$ cat src/rtl/corefifo_gray_ptr_sync_pkg.sv
// Shared constants and gray/binary helpers for the FIFO pointer crossing.
// Helpers work on 32-bit zero-extended values; callers size-cast to the pointer width.
package corefifo_pkg;

  localparam int                    ERR_CNT_W   = 8;
  localparam logic [ERR_CNT_W-1:0]  ERR_CNT_MAX = 8'hFF;

  function automatic int ptr_width(input int addrwidth);
    return addrwidth + 1;
  endfunction

  function automatic logic [31:0] bin2gray(input logic [31:0] b);
    return b ^ (b >> 1);
  endfunction

  // Prefix XOR from the MSB down; upper zero bits leave the low result untouched.
  function automatic logic [31:0] gray2bin(input logic [31:0] g);
    logic [31:0] b;
    b[31] = g[31];
    for (int i = 30; i >= 0; i--) begin
      b[i] = b[i+1] ^ g[i];
    end
    return b;
  endfunction

endpackage

$ cat src/rtl/corefifo_gray_ptr_sync_if.sv
// Pointer-crossing bundle: source-domain gray pointer in, synchronized/decoded pointer out.
interface corefifo_gray_ptr_sync_if
  import corefifo_pkg::*;
#(
  parameter int ADDRWIDTH = 3
);
  localparam int PW = ptr_width(ADDRWIDTH);

  logic [PW-1:0]        inp;
  logic                 err_clr;
  logic [PW-1:0]        sync_gray;
  logic [PW-1:0]        sync_bin;
  logic [PW-1:0]        delta;
  logic                 ptr_upd;
  logic                 ptr_err;
  logic [ERR_CNT_W-1:0] err_cnt;

  modport master (
    output inp, err_clr,
    input  sync_gray, sync_bin, delta, ptr_upd, ptr_err, err_cnt
  );

  modport slave (
    input  inp, err_clr,
    output sync_gray, sync_bin, delta, ptr_upd, ptr_err, err_cnt
  );

endinterface

$ cat src/rtl/corefifo_gray_ptr_sync_sync_chain.sv
// NUM_STAGES-deep flop chain for an asynchronous multi-bit gray value; reset loads RST_VAL.
// Latency NUM_STAGES edges, no logic ahead of the first stage.
module corefifo_sync_chain #(
  parameter int             NUM_STAGES = 2,
  parameter int             W          = 4,
  parameter logic [W-1:0]   RST_VAL    = '0
) (
  input  logic         clk,
  input  logic         rstn,
  input  logic [W-1:0] i_dat,
  output logic [W-1:0] o_dat
);

  logic [W-1:0] r_stage [NUM_STAGES];

  always_ff @(posedge clk or negedge rstn) begin
    if (!rstn) begin
      for (int k = 0; k < NUM_STAGES; k++) begin
        r_stage[k] <= RST_VAL;
      end
    end else begin
      r_stage[0] <= i_dat;
      for (int k = 1; k < NUM_STAGES; k++) begin
        r_stage[k] <= r_stage[k-1];
      end
    end
  end

  assign o_dat = r_stage[NUM_STAGES-1];

endmodule

$ cat src/rtl/corefifo_gray_ptr_sync.sv
// Gray pointer synchronizer + registered binary decode, advance delta, update strobe and integrity check.
// Optional saturating error counter enabled by COREFIFO_PTR_ERR_CNT_EN; otherwise err_cnt reads 0.
module corefifo_gray_ptr_sync
  import corefifo_pkg::*;
#(
  parameter int NUM_STAGES = 2,
  parameter int ADDRWIDTH  = 3,
  parameter int RESET_PTR  = 0
) (
  input  logic                     clk,
  input  logic                     rstn,
  corefifo_gray_ptr_sync_if.slave  bus
);

  localparam int            PW       = ptr_width(ADDRWIDTH);
  localparam logic [PW-1:0] RST_BIN  = PW'(RESET_PTR);
  localparam logic [PW-1:0] RST_GRAY = PW'(bin2gray(32'(RESET_PTR)));
  localparam logic [PW-1:0] DEPTH    = PW'(2 ** ADDRWIDTH);

  generate
    if (NUM_STAGES < 2 || NUM_STAGES > 4) begin : g_bad_stages
      $error("corefifo_gray_ptr_sync: NUM_STAGES must be 2..4");
    end
  endgenerate

  logic [PW-1:0] w_sync_gray;
  logic [PW-1:0] w_bin_next;
  logic [PW-1:0] w_delta_next;
  logic          w_illegal;

  logic [PW-1:0] r_sync_bin;
  logic [PW-1:0] r_delta;
  logic          r_ptr_upd;
  logic          r_ptr_err;

  corefifo_sync_chain #(
    .NUM_STAGES (NUM_STAGES),
    .W          (PW),
    .RST_VAL    (RST_GRAY)
  ) u_sync_chain (
    .clk   (clk),
    .rstn  (rstn),
    .i_dat (bus.inp),
    .o_dat (w_sync_gray)
  );

  assign w_bin_next   = PW'(gray2bin(32'(w_sync_gray)));
  assign w_delta_next = w_bin_next - r_sync_bin;
  // Anything beyond one full FIFO depth means backward movement or a corrupted sample.
  assign w_illegal    = (w_delta_next > DEPTH);

  always_ff @(posedge clk or negedge rstn) begin
    if (!rstn) begin
      r_sync_bin <= RST_BIN;
      r_delta    <= '0;
      r_ptr_upd  <= 1'b0;
    end else begin
      r_sync_bin <= w_bin_next;
      r_delta    <= w_delta_next;
      r_ptr_upd  <= (w_bin_next != r_sync_bin);
    end
  end

  always_ff @(posedge clk or negedge rstn) begin
    if (!rstn) begin
      r_ptr_err <= 1'b0;
    end else if (w_illegal) begin
      r_ptr_err <= 1'b1;
    end else if (bus.err_clr) begin
      r_ptr_err <= 1'b0;
    end
  end

`ifdef COREFIFO_PTR_ERR_CNT_EN
  logic [ERR_CNT_W-1:0] r_err_cnt;

  // A new error on the clearing edge restarts the count at one.
  always_ff @(posedge clk or negedge rstn) begin
    if (!rstn) begin
      r_err_cnt <= '0;
    end else if (w_illegal) begin
      if (bus.err_clr)
        r_err_cnt <= ERR_CNT_W'(1);
      else if (r_err_cnt != ERR_CNT_MAX)
        r_err_cnt <= r_err_cnt + 1'b1;
    end else if (bus.err_clr) begin
      r_err_cnt <= '0;
    end
  end

  assign bus.err_cnt = r_err_cnt;
`else
  assign bus.err_cnt = '0;
`endif

  assign bus.sync_gray = w_sync_gray;
  assign bus.sync_bin  = r_sync_bin;
  assign bus.delta     = r_delta;
  assign bus.ptr_upd   = r_ptr_upd;
  assign bus.ptr_err   = r_ptr_err;

endmodule

$ cat src/flat_wrapper.sv
// flat-port wrapper written by rule: the top's interface ports become plain ports
module corefifo_gray_ptr_sync_flat import corefifo_pkg::*;
#(
  parameter int NUM_STAGES = 2,
  parameter int ADDRWIDTH  = 3,
  parameter int RESET_PTR  = 0
)
  (clk, rstn, bus_inp, bus_err_clr, bus_sync_gray, bus_sync_bin, bus_delta, bus_ptr_upd, bus_ptr_err, bus_err_cnt);
  corefifo_gray_ptr_sync_if #(.ADDRWIDTH(ADDRWIDTH)) bus_i ();
  input  logic clk;
  input  logic rstn;
  input wire logic [$bits(bus_i.inp)-1:0] bus_inp;
  input wire logic [$bits(bus_i.err_clr)-1:0] bus_err_clr;
  output wire logic [$bits(bus_i.sync_gray)-1:0] bus_sync_gray;
  output wire logic [$bits(bus_i.sync_bin)-1:0] bus_sync_bin;
  output wire logic [$bits(bus_i.delta)-1:0] bus_delta;
  output wire logic [$bits(bus_i.ptr_upd)-1:0] bus_ptr_upd;
  output wire logic [$bits(bus_i.ptr_err)-1:0] bus_ptr_err;
  output wire logic [$bits(bus_i.err_cnt)-1:0] bus_err_cnt;
  assign bus_i.inp = bus_inp;
  assign bus_i.err_clr = bus_err_clr;
  assign bus_sync_gray = bus_i.sync_gray;
  assign bus_sync_bin = bus_i.sync_bin;
  assign bus_delta = bus_i.delta;
  assign bus_ptr_upd = bus_i.ptr_upd;
  assign bus_ptr_err = bus_i.ptr_err;
  assign bus_err_cnt = bus_i.err_cnt;
  corefifo_gray_ptr_sync #(.NUM_STAGES(NUM_STAGES), .ADDRWIDTH(ADDRWIDTH), .RESET_PTR(RESET_PTR)) u_core (.clk(clk), .rstn(rstn), .bus(bus_i));
endmodule
$ cat config.mk
export PLATFORM = sky130hd
export DESIGN_NAME = corefifo_gray_ptr_sync_flat
export DESIGN_NICKNAME = d
export VERILOG_FILES = /design/src/rtl/corefifo_gray_ptr_sync_pkg.sv /design/src/rtl/corefifo_gray_ptr_sync_if.sv /design/src/rtl/corefifo_gray_ptr_sync_sync_chain.sv /design/src/rtl/corefifo_gray_ptr_sync.sv /design/src/flat_wrapper.sv
export SDC_FILE = /design/constraint.sdc
export NUM_CORES = 1
export LEC_CHECK = 0
export CELL_PAD_IN_SITES_DETAIL_PLACEMENT = 1
export CELL_PAD_IN_SITES_GLOBAL_PLACEMENT = 1
export CORE_MARGIN = 4
export CORE_UTILIZATION = 29
export CTS_CLUSTER_SIZE = 24
export DETAILED_ROUTE_END_ITERATION = 12
export HOLD_SLACK_MARGIN = 0.1
export PLACE_DENSITY = 0.83
export SLEW_MARGIN = 20
export SYNTH_ARGS = -nofsm -noshare
export SYNTH_HDL_FRONTEND = slang
export SYNTH_SLANG_ARGS = --single-unit
$ cat constraint.sdc
create_clock -name clk -period 1.9 [get_ports clk]
set_clock_uncertainty 0.1 [all_clocks]
set_input_delay 0.285 -clock clk [delete_from_list [all_inputs] [get_ports clk]]
set_output_delay 0.285 -clock clk [all_outputs]
set_load 0.01 [all_outputs]
-- Word-level counts from Yosys, hierarchy flattened
Cells that the tools add are included.
- reduce and logical (&&, ||, !) cells: 1
- equal/unequal tests: 1
- bitwise operators: 3
- add/subtract/negate cells: 1
- $lt $le $gt $ge: 1
- muxes and demuxes: 2
- operators with widths (kind ; number):
    4-bit > comparator, second input constant ; 1
    4-bit != test ; 1
    4-bit subtractor ; 1
    1-bit bitwise XOR ; 3
    1-bit two-way mux ; 2
    2-bit nonzero test ; 1
- flip-flop bits (word level): 18
- logic and storage cells: 15
- input port bits: 7

-- Logic depth before layout (Yosys ltp)
Gate-level depths: netlist of the first run.
- depth after elaboration: 6
- gate-level depth with buffers: 9
- depth with buffers taken out: 9

-- Cells and area by module
A second synthesis of the first run with hierarchy kept.
- cells, all modules: 56
- area, all modules: 744.5 um^2
- by module, submodules not included (module ; cells an instance ; times used ; sequential area each (um^2) ; area an instance (um^2)):
    corefifo_gray_ptr_sync ; 44 ; 1 ; 250.2 ; 514.2
    corefifo_sync_chain ; 12 ; 1 ; 200.2 ; 230.2

-- Worst setup path after synthesis of the first run
Ideal clock, no wire load.
- path type: reg-to-reg
- from: register u_core.u_sync_chain.r_stage, in the netlist u_core.u_sync_chain.o_dat[3]
- to: register u_core.r_ptr_err (netlist: u_core.bus.ptr_err)
- arrival: 1869 ps
- data required time: 1673 ps
- cell stages (with the launch flop): 10
- clock period less this slack: 2096 ps
- library setup time: 127 ps
- buffers on the path: 0
- slack: -196 ps
- cell sequence: dfrtp_1 > xor2_2 > xnor2_2 > xor2_1 > ha_1 > inv_1 > fa_1 > xor2_1 > nor3_1 > o31ai_1
- cells in the longest elaborated chain, start to end: 6
- elaborated cells between the ends (all ways): 7
- classes of those cells: add/sub (1); order compare (1); mux (1); bitwise (3); reduce/logical (1)
- ends and longest elaborated chain (element ; line ; source):
    start, declared ; corefifo_gray_ptr_sync_sync_chain.sv:14 ; logic [W-1:0] r_stage [NUM_STAGES];
    start signal, assigned by index ; corefifo_gray_ptr_sync_sync_chain.sv:24 ; r_stage[k] <= r_stage[k-1];
    1-bit bitwise XOR * ; corefifo_gray_ptr_sync_pkg.sv:21 ; b[i] = b[i+1] ^ g[i];
    via u_core.w_bin_next[2] ; corefifo_gray_ptr_sync.sv:27 ; logic [PW-1:0] w_bin_next;
    1-bit bitwise XOR (2 in a row) ; corefifo_gray_ptr_sync_pkg.sv:21 ;
    4-bit subtractor * ; corefifo_gray_ptr_sync.sv:48 ; assign w_delta_next = w_bin_next - r_sync_bin;
    via u_core.w_delta_next[2] ; corefifo_gray_ptr_sync.sv:28 ; logic [PW-1:0] w_delta_next;
    4-bit > comparator * ; corefifo_gray_ptr_sync.sv:50 ; assign w_illegal = (w_delta_next > DEPTH);
    1-bit two-way mux or 2-bit nonzero test (tied branches) ; -- ;
    end signal, assigned ; corefifo_gray_ptr_sync.sv:66 ; r_ptr_err <= 1'b0;
    end signal, assigned ; corefifo_gray_ptr_sync.sv:68 ; r_ptr_err <= 1'b1;
    end signal, assigned ; corefifo_gray_ptr_sync.sv:70 ; r_ptr_err <= 1'b0;
    end, declared ; corefifo_gray_ptr_sync.sv:34 ; logic r_ptr_err;
The timed path passes the listed nets; every way through them passes the cells marked *.
A chain may end at the register's enable or synchronous reset.

-- Worst setup path after layout of the first run
- from: register u_core.u_sync_chain.r_stage, in the netlist u_core.u_sync_chain.o_dat[2]
- to: register u_core.r_ptr_err (netlist: u_core.bus.ptr_err)
The elaborated chain is that of the path after synthesis.

==> results of run 1 <==
==> through the flow <==
stage	util, %	setup slack, ns	cells
after global routing	43.3	-0.429	115
after CTS	41.5	-0.299	113
after floorplan	-	-0.196	63
after global placement	39.2	-0.257	107
after detailed placement	39.2	-0.326	107
final	43.3	-0.296	115
==> metal layers <==
| layer | wire length (um) | share of wire, % | global-route usage, % |
|---|---|---|---|
| met1 | 459 | 36 | 8.81 |
| met5 | 0 | 0 | 0 |
| met3 | 126 | 9.9 | 2.41 |
| met2 | 666 | 52 | 13.6 |
| met4 | 17 | 1.3 | 2.91 |
==> timing repair <==
action | in CTS | in global routing
setup endpoints to repair | 4 | 5
gates resized for setup | 3 | 4
buffers inserted | 2 | 4
pin swaps | 1 | 4
==> kinds of logic (layout without fill, tap and decap cells) <==
kind of cell,after synthesis,count (layout),share of synthesized area (%)
xor+xnor,6,6,9.08
other cells,1,8,0.504
fa+ha+maj,4,4,7.73
buf+inv,17,39,14.6
simple gates,7,7,5.21
compound gates,3,3,2.35
flops,18,18,60.5
==> critical path, delay by kind of cell, from the launching register on <==
kind / cells / cell delay [ns]
compound gates: 1 / 0.09
xor+xnor: 4 / 0.71
fa+ha+maj: 2 / 0.55
buf+inv: 1 / 0.04
flops: 1 / 0.42
simple gates: 1 / 0.17
==> worst max-delay path by stage <==
stage / startpoint / end / cells past startpoint
after global placement: u_core.u_sync_chain.o_dat[2] / u_core.bus.ptr_err / 9
after detailed placement: u_core.u_sync_chain.o_dat[2] / u_core.bus.ptr_err / 9
final: u_core.u_sync_chain.o_dat[2] / u_core.bus.ptr_err / 9
after global routing: u_core.u_sync_chain.o_dat[2] / u_core.bus.ptr_err / 8
after CTS: u_core.u_sync_chain.o_dat[3] / u_core.bus.ptr_err / 8
after floorplan: u_core.u_sync_chain.o_dat[3] / u_core.bus.ptr_err / 9
==> layout by cell type (no fill, tap or decap) <==
cell type,synthesis,layout
sky130_fd_sc_hd__clkdlybuf4s50_1,0,20
sky130_fd_sc_hd__dfrtp_1,18,18
sky130_fd_sc_hd__buf_4,12,10
sky130_fd_sc_hd__conb_1,1,8
sky130_fd_sc_hd__inv_1,5,3
sky130_fd_sc_hd__clkbuf_4,0,3
sky130_fd_sc_hd__xor2_2,1,2
sky130_fd_sc_hd__xor2_1,3,2
sky130_fd_sc_hd__inv_2,0,1
sky130_fd_sc_hd__xnor2_2,1,1
sky130_fd_sc_hd__clkinvlp_4,0,1
sky130_fd_sc_hd__xnor2_1,1,1
sky130_fd_sc_hd__nand3b_1,1,1
sky130_fd_sc_hd__a21oi_1,2,1
sky130_fd_sc_hd__a21oi_2,0,1
sky130_fd_sc_hd__and3_1,1,1
sky130_fd_sc_hd__nor2_1,1,1
sky130_fd_sc_hd__nand2_1,1,1
sky130_fd_sc_hd__or3_1,1,1
sky130_fd_sc_hd__nor3_1,1,1
sky130_fd_sc_hd__nand2b_1,1,1
sky130_fd_sc_hd__o31ai_1,1,1
sky130_fd_sc_hd__fa_2,0,1
sky130_fd_sc_hd__ha_1,3,1
sky130_fd_sc_hd__ha_4,0,1
sky130_fd_sc_hd__ha_2,0,1
sky130_fd_sc_hd__clkbuf_8,0,1
==> final cells by class <==
cell class	count	area, sq um	share of cell area (%)
inverters	5	22.5	2.12
clock buffers	4	36.3	3.42
flip-flops and latches	18	450	42.4
well taps	30	37.5	3.53
repair buffers	30	275	25.9
multi-input cells	28	240	22.6
==> flip-flops by register name, summed over array words and instances, names as in the netlist <==
name                         flops
u_core.u_sync_chain.o_dat        4
u_core.bus.ptr_err               1
u_core.u_sync_chain.r_stage      4
u_core.bus.sync_bin              4
u_core.bus.delta                 4
u_core.bus.ptr_upd               1
==> power groups by stage <==
stage / clock network, mW / registers (mW) / logic (mW)
2_1_floorplan: 0 / 0.514 / 0.131
3_3_place_gp: 0 / 0.480 / 0.321
3_5_place_dp: 0 / 0.485 / 0.333
4_1_cts: 0.244 / 0.477 / 0.357
5_1_grt: 0.252 / 0.486 / 0.418
6_report: 0.230 / 0.475 / 0.383
==> reports/metrics.sh, run 1 <==
RESULT_OF_THE_RUN='complete, but fails checks'
VIOLATED_CHECKS='setup timing'
PLACE_AREA_SQ_UM=963
DRT_FIRST_PASS_ITERS=2
N_ANTENNA_CELL=0
MIN_PERIOD_NS=2.20
P_TOTAL_mW=1.09
POST_SYNTH_MOST_FREQUENT_CELLS='sky130_fd_sc_hd__dfrtp_1 (18), sky130_fd_sc_hd__buf_4 (12), sky130_fd_sc_hd__inv_1 (5)'
VIA_TOTAL_AFTER_DETAILED_ROUTING=450
CELLINTERNALPOWER_mW=0.784
CLOCK_SINK_COUNT=18
FIN_CRIT_SH_PCT=116
FIRST_GLOBAL_VIAS=467
CRITICAL_PATH.MAX_FANOUT=2
NUMBER_OF_ENABLE_TYPE_REGISTER_CELLS_IN_THE_SYNTHESIZED_NETLIST=0
SHARE_OF_THE_SYNTHESIZED_AREA_IN_THE_TOP_CELL_TYPE_PCT=60.5
HOLD_VIOL=0
POWER.COMBINATIONAL.FRACTION_PCT=35.2
TRITONCTS='done'
CRITICAL_PATH.REG2REG.ENDPOINT='u_core.bus.ptr_err'
SEQ_POWER_SHARE_PCT=43.7
NET_SWITCHING_POWER_mW=0.304
CRITICAL_PATH.CELL_CHAIN='xor2_2, xnor2_2, xor2_1, ha_2, inv_2, fa_2, xor2_2, nor3_1, o31ai_1'
REMAINING_ROUTING_DRC_VIOLATIONS=0
CRITPATHREQUIREDTIME_NS=1.98
SYNTH_TOP_FLOP_CELL='sky130_fd_sc_hd__dfrtp_1'
SYNTHESIS.AREA_SQ_UM=744
YOSYS.CELL_TYPES.COUNT=19
SYNTH_LARGEST_AREA_CELL='sky130_fd_sc_hd__dfrtp_1'
GRT_MAX_DEGREE=19
FINALHOLDWORSTSLACK_NS=0.213
FINALWORSTSETUPSLACK_NS=-0.296
WORST_PATH_MAX_DELAY_CELL='sky130_fd_sc_hd__dfrtp_1'
GP_CONGESTION=0.773
GRT_FIRST_PASS_WIRELENGTH_MM=1.95
TRACK_USAGE_PCT=7.74
FP.COREAREA_SQ_UM=2450
AREAGROWTHSYNTHTOFINISH_PCT=42.7
FF2FF_SETUP_SLACK_NS=-0.30
SYNTH.TOP_CELLS.BY_AREA='sky130_fd_sc_hd__dfrtp_1 (61%), sky130_fd_sc_hd__buf_4 (12%), sky130_fd_sc_hd__ha_1 (5.0%)'
CLK_TREE_ROOT_CELL='sky130_fd_sc_hd__clkbuf_4'
REPORT.FINAL.SETUP_VIOL=5
LONGEST_CLK_PATH_BUFS=2
SWITCHING_SHARE_PCT=28.0
DETAILED_PLACE_HPWL_UM=973
RR_STARTPOINT='u_core.u_sync_chain.o_dat[2]'
ROUTE.ANTENNA.REMAINING_NETS=0
GRT_SETUP_UNREPAIRED='true'
SYNTH_WARNINGS=0
FLOORPLAN.DIE_AREA_SQ_UM=3440
DESIGN.PORTCOUNT=29
NUM_ROWS=18
TNS_NS=-0.561
SLOWEST_DELAY_NS=0.42
N_FILL_CELL=283
POST_CTS_HOLD_BUFFER_COUNT=0
CTS.HTREE.LEVELS=1
CELLLEAKAGEPOWER_nW=0.476
POST_SYNTH_INST_COUNT=56
FMAX_MHz=455
ANTENNA_FOUND_INITIAL=0
SYNTHMOSTINSTANTIATEDCELL='sky130_fd_sc_hd__dfrtp_1'
WORSTSETUPPATHTYPE='reg -> reg'
YS_SEQ_ELEMENTS=18
DRT-INITIAL-DRC-COUNT=5
DIE-HEIGHT_UM=58.7
START_KIND='flop'
FINAL_LAYOUT_SIZE_SUFFIX_GT1_SHARE_PCT=27.1
HOLD_CLASS='in -> async'
GRT_OVERFLOW_TOTAL=0
CAP_VIOL_MAX_COUNT=0
POST_SYNTH.CELL_AREA_AVG_SQ_UM=13.3
FLOORPLAN.INITIALDENSITY_PCT=30.3
NNETSFINAL=97
CTS.CLK_SLEW.WORST_PATHS_NS=0.10
FLOORPLAN.DIE.WIDTH_UM=58.7
SYNTH-SEQ-AREA-SHARE_PCT=60.5
VIAS_PER_INST=3.91
WORSTSETUPENDPOINTTYPE='flop'
SLEW_VIOL_FINAL=0
TIMING.CRITICAL_PATH.ARRIVAL_NS=2.28
TOTAL_CLOCK_BUFFERS_CREATED_BY_CTS=3
FF2FF_PATH_DEPTH=9
POWER_FRAC_CLOCK_PCT=21.1
ROUTED_WIRE_LENGTH_MM=1.27
IO_BUFFER_COUNT=20
POSTLAYOUTCELLAREA_SQ_UM=1060
YS_ASYNC_SR_FRACTION_PCT=100
POWER_PER_CELL_AREA_nW_PER_UM2=1020
WL_PER_CELL_UM=11.0
CRIT_TOP_CELL='sky130_fd_sc_hd__xor2_2'
IR_DROP_mV=0.493
CLKLATENCYLATEPIN_NS=0.29
Power figures use the tool's default switching activity.
==> run 2: changes to the inputs <==
Settings changed: CORE_UTILIZATION 29 to 40, DONT_BUFFER_PORTS set to 1, PLACE_DENSITY 0.83 to 0.79.
==> reports/metrics.sh, run 2 (synthesis gave the netlist of run 1 again) <==
FINAL_LAYOUT_SIZE_SUFFIX_GT1_SHARE_PCT=42.7  # was 27.1%
MAXUSEDROUTINGLAYER='met3'  # was met4
FLOORPLAN.DIE.WIDTH_UM=51.1  # was 58.7 um
DRT_FIRST_PASS_ITERS=2  # unchanged
DIE-HEIGHT_UM=51.1  # was 58.7 um
WORST_SLEW_PIN_SLEW_NS=0.786
ANTENNA_FOUND_INITIAL=0  # unchanged
CLKLATENCYLATEPIN_NS=0.29  # about the same
CTS.CLK_SLEW.WORST_PATHS_NS=0.10  # about the same
CELLLEAKAGEPOWER_nW=0.450  # was 0.476 nW
LAYOUT.CELLS.MOST_COMMON='sky130_fd_sc_hd__dfrtp_1'  # was sky130_fd_sc_hd__clkdlybuf4s50_1
MULTI_INPUT_COMB_AREA_SQ_UM=277  # was 240 sq um
N_FILL_CELL=179  # was 283
TIMING.CRITICAL_PATH.ARRIVAL_NS=2.29  # was 2.28 ns
VIOLATED_CHECKS='setup timing'  # unchanged
PLACE_AREA_SQ_UM=772  # was 963 sq um
DRT-INITIAL-DRC-COUNT=5  # unchanged
GRT_SETUP_UNREPAIRED='true'  # unchanged
DESIGN.PORTCOUNT=29  # unchanged
NUM_ROWS=15  # was 18
ROUTED_WIRE_LENGTH_MM=1.40  # was 1.27 mm
DETAIL_ROUTE.WIRELENGTH.MET1_UM=475  # was 459 um
RESULT_OF_THE_RUN='complete, but fails checks'  # unchanged
POSTLAYOUTCELLAREA_SQ_UM=991  # was 1060 sq um
TRACK_USAGE_PCT=10.5  # was 7.74%
CRITPATHREQUIREDTIME_NS=2.01  # was 1.98 ns
START_KIND='flop'  # unchanged
WORSTSETUPPATHTYPE='reg -> reg'  # unchanged
N_ANTENNA_CELL=0  # unchanged
POWER_PER_CELL_AREA_nW_PER_UM2=1050  # was 1020 nW/um^2
ROUTE.ANTENNA.REMAINING_NETS=0  # unchanged
FP.COREAREA_SQ_UM=1750  # was 2450 sq um
FLOORPLAN.INITIALDENSITY_PCT=42.7  # was 30.3%
CLK_TREE_ROOT_CELL='sky130_fd_sc_hd__clkbuf_4'  # unchanged
WORSTSETUPENDPOINTTYPE='flop'  # unchanged
SEQUENTIAL_CELL_AREA_SQ_UM=450  # unchanged
GRT_MAX_DEGREE=19  # unchanged
GRT_FIRST_PASS_WIRELENGTH_MM=1.94  # was 1.95 mm
DETAILED_PLACE_HPWL_UM=834  # was 973 um
FLOORPLAN.DIE_AREA_SQ_UM=2620  # was 3440 sq um
VIAS_PER_INST=4.30  # was 3.91
FINALWORSTSETUPSLACK_NS=-0.282  # was -0.296 ns
NNETSFINAL=87  # was 97
FIN_CRIT_SH_PCT=115  # was 116%
TRITONCTS='done'  # unchanged
SLEW_VIOL_FINAL=0  # unchanged
CRITICAL_PATH.MAX_FANOUT=2  # unchanged
CLOCK_SINK_COUNT=18  # unchanged
CTS.HTREE.LEVELS=1  # unchanged
REPORT.FINAL.SETUP_VIOL=5  # unchanged
DPL_WORST_SLACK_NS=-0.311  # was -0.326 ns
CAP_VIOL_MAX_COUNT=0  # unchanged
MET3WIRELENGTH_UM=93  # was 126 um
LAYOUT.CELLS.MOST_COMMON_LIST='sky130_fd_sc_hd__dfrtp_1 (18), sky130_fd_sc_hd__buf_4 (12), sky130_fd_sc_hd__conb_1 (8)'  # was sky130_fd_sc_hd__clkdlybuf4s50_1 (20), sky130_fd_sc_hd__dfrtp_1 (18), sky130_fd_sc_hd__buf_4 (10)
WORST_SLEW_MARGIN_REL_PCT=47.5
AREAGROWTHSYNTHTOFINISH_PCT=33.1  # was 42.7%
REMAINING_ROUTING_DRC_VIOLATIONS=0  # unchanged
IO_BUFFER_COUNT=0  # was 20
FIRST_GLOBAL_VIAS=446  # was 467
HOLD_VIOL=0  # unchanged
WL_MET2_UM=835  # was 666 um
HOLD_CLASS='reg -> reg'  # was in -> async
TOTAL_CLOCK_BUFFERS_CREATED_BY_CTS=3  # unchanged
WL_PER_CELL_UM=14.0  # was 11.0 um
MIN_PERIOD_NS=2.18  # was 2.20 ns
VIA_TOTAL_AFTER_DETAILED_ROUTING=430  # was 450
LONGEST_CLK_PATH_BUFS=2  # unchanged
FMAX_MHz=458  # was 455 MHz
GRT_OVERFLOW_TOTAL=0  # unchanged
IR_DROP_mV=0.731  # was 0.493 mV
GP_CONGESTION=0.721  # was 0.773
## run 2: final timing paths
path                                           startpoint                      endpoint  slack (ns)  cells after the start
setup / recovery             u_core.u_sync_chain.o_dat[2]            u_core.bus.ptr_err       -0.28                      9
hold / removal             u_core.u_sync_chain.r_stage[5]  u_core.u_sync_chain.o_dat[1]        0.26                      0
setup reg to reg             u_core.u_sync_chain.o_dat[2]            u_core.bus.ptr_err       -0.28                      9
hold reg to reg            u_core.u_sync_chain.r_stage[5]  u_core.u_sync_chain.o_dat[1]        0.26                      0
max in group asynchronous                            rstn  u_core.u_sync_chain.o_dat[1]        0.80                      1
min in group asynchronous                            rstn            u_core.bus.ptr_upd        0.41                      1
## run 2: critical path, cell delays in order, from the launching register on
cell and delay, ns:
sky130_fd_sc_hd__dfrtp_1 0.42, sky130_fd_sc_hd__xor2_2 0.23, sky130_fd_sc_hd__xnor2_2 0.15, sky130_fd_sc_hd__xor2_1 0.17
sky130_fd_sc_hd__ha_2 0.21, sky130_fd_sc_hd__inv_2 0.04, sky130_fd_sc_hd__fa_2 0.35, sky130_fd_sc_hd__xor2_2 0.18
sky130_fd_sc_hd__nor3_2 0.06, sky130_fd_sc_hd__o31ai_1 0.19
## run 2: area by class of cell
type / instances / share of cell area, %
Timing Repair Buffer: 20 / 17.4
Tap cell: 25 / 3.16
Inverter: 5 / 2.40
Multi-Input combinational cell: 28 / 27.9
Clock buffer: 4 / 3.66
Sequential cell: 18 / 45.5
## run 2: power by group
group	leakage, nW	switching (mW)	total [mW]	internal (mW)
registers	0.206	0.0628	0.513	0.450
clock network	0.0210	0.115	0.232	0.117
logic	0.223	0.144	0.294	0.150
total	0.450	0.322	1.04	0.717
## run 2: what timing repair did
action | 4_1_cts | 5_1_grt
pin swaps | 1 | 5
setup buffers | 3 | 5
hold buffers | 6 | 0
hold endpoints to repair | 23 | 0
gates resized for setup | 5 | 13
endpoints found under the setup margin | 4 | 5
## run 2: metrics by stage
stage | std cells | power [mW] | utilization [%] | hold WS [ns] | TNS [ns]
finish | 100 | 1.04 | 56.8 | 0.257 | -0.605
global route | 100 | 1.10 | 56.8 | 0.268 | -1.06
CTS | 97 | 0.953 | 51.5 | 0.262 | -0.515
detailed placement | 84 | 0.680 | 44.2 | -0.110 | -0.359
global placement | 84 | 0.667 | 44.2 | -0.110 | -0.219
floorplan | 63 | 0.645 | - | -0.111 | -0.196
## run 2: layer usage
layer / vias to the layer above / GRT usage, %
met5: - / 0
met4: 0 / 2.69
met3: 0 / 5.54
met2: 18 / 20.0
met1: 217 / 9.39
li1: 195 / -
==> run 3: changes to the inputs <==
Settings changed: CAP_MARGIN set to 10, CORE_UTILIZATION 40 to 29, DONT_BUFFER_PORTS 1 to not set, PLACE_DENSITY 0.79 to 0.83.
==> results of run 3 <==
Final layout, timing and power as in run 1 (identical DEF).
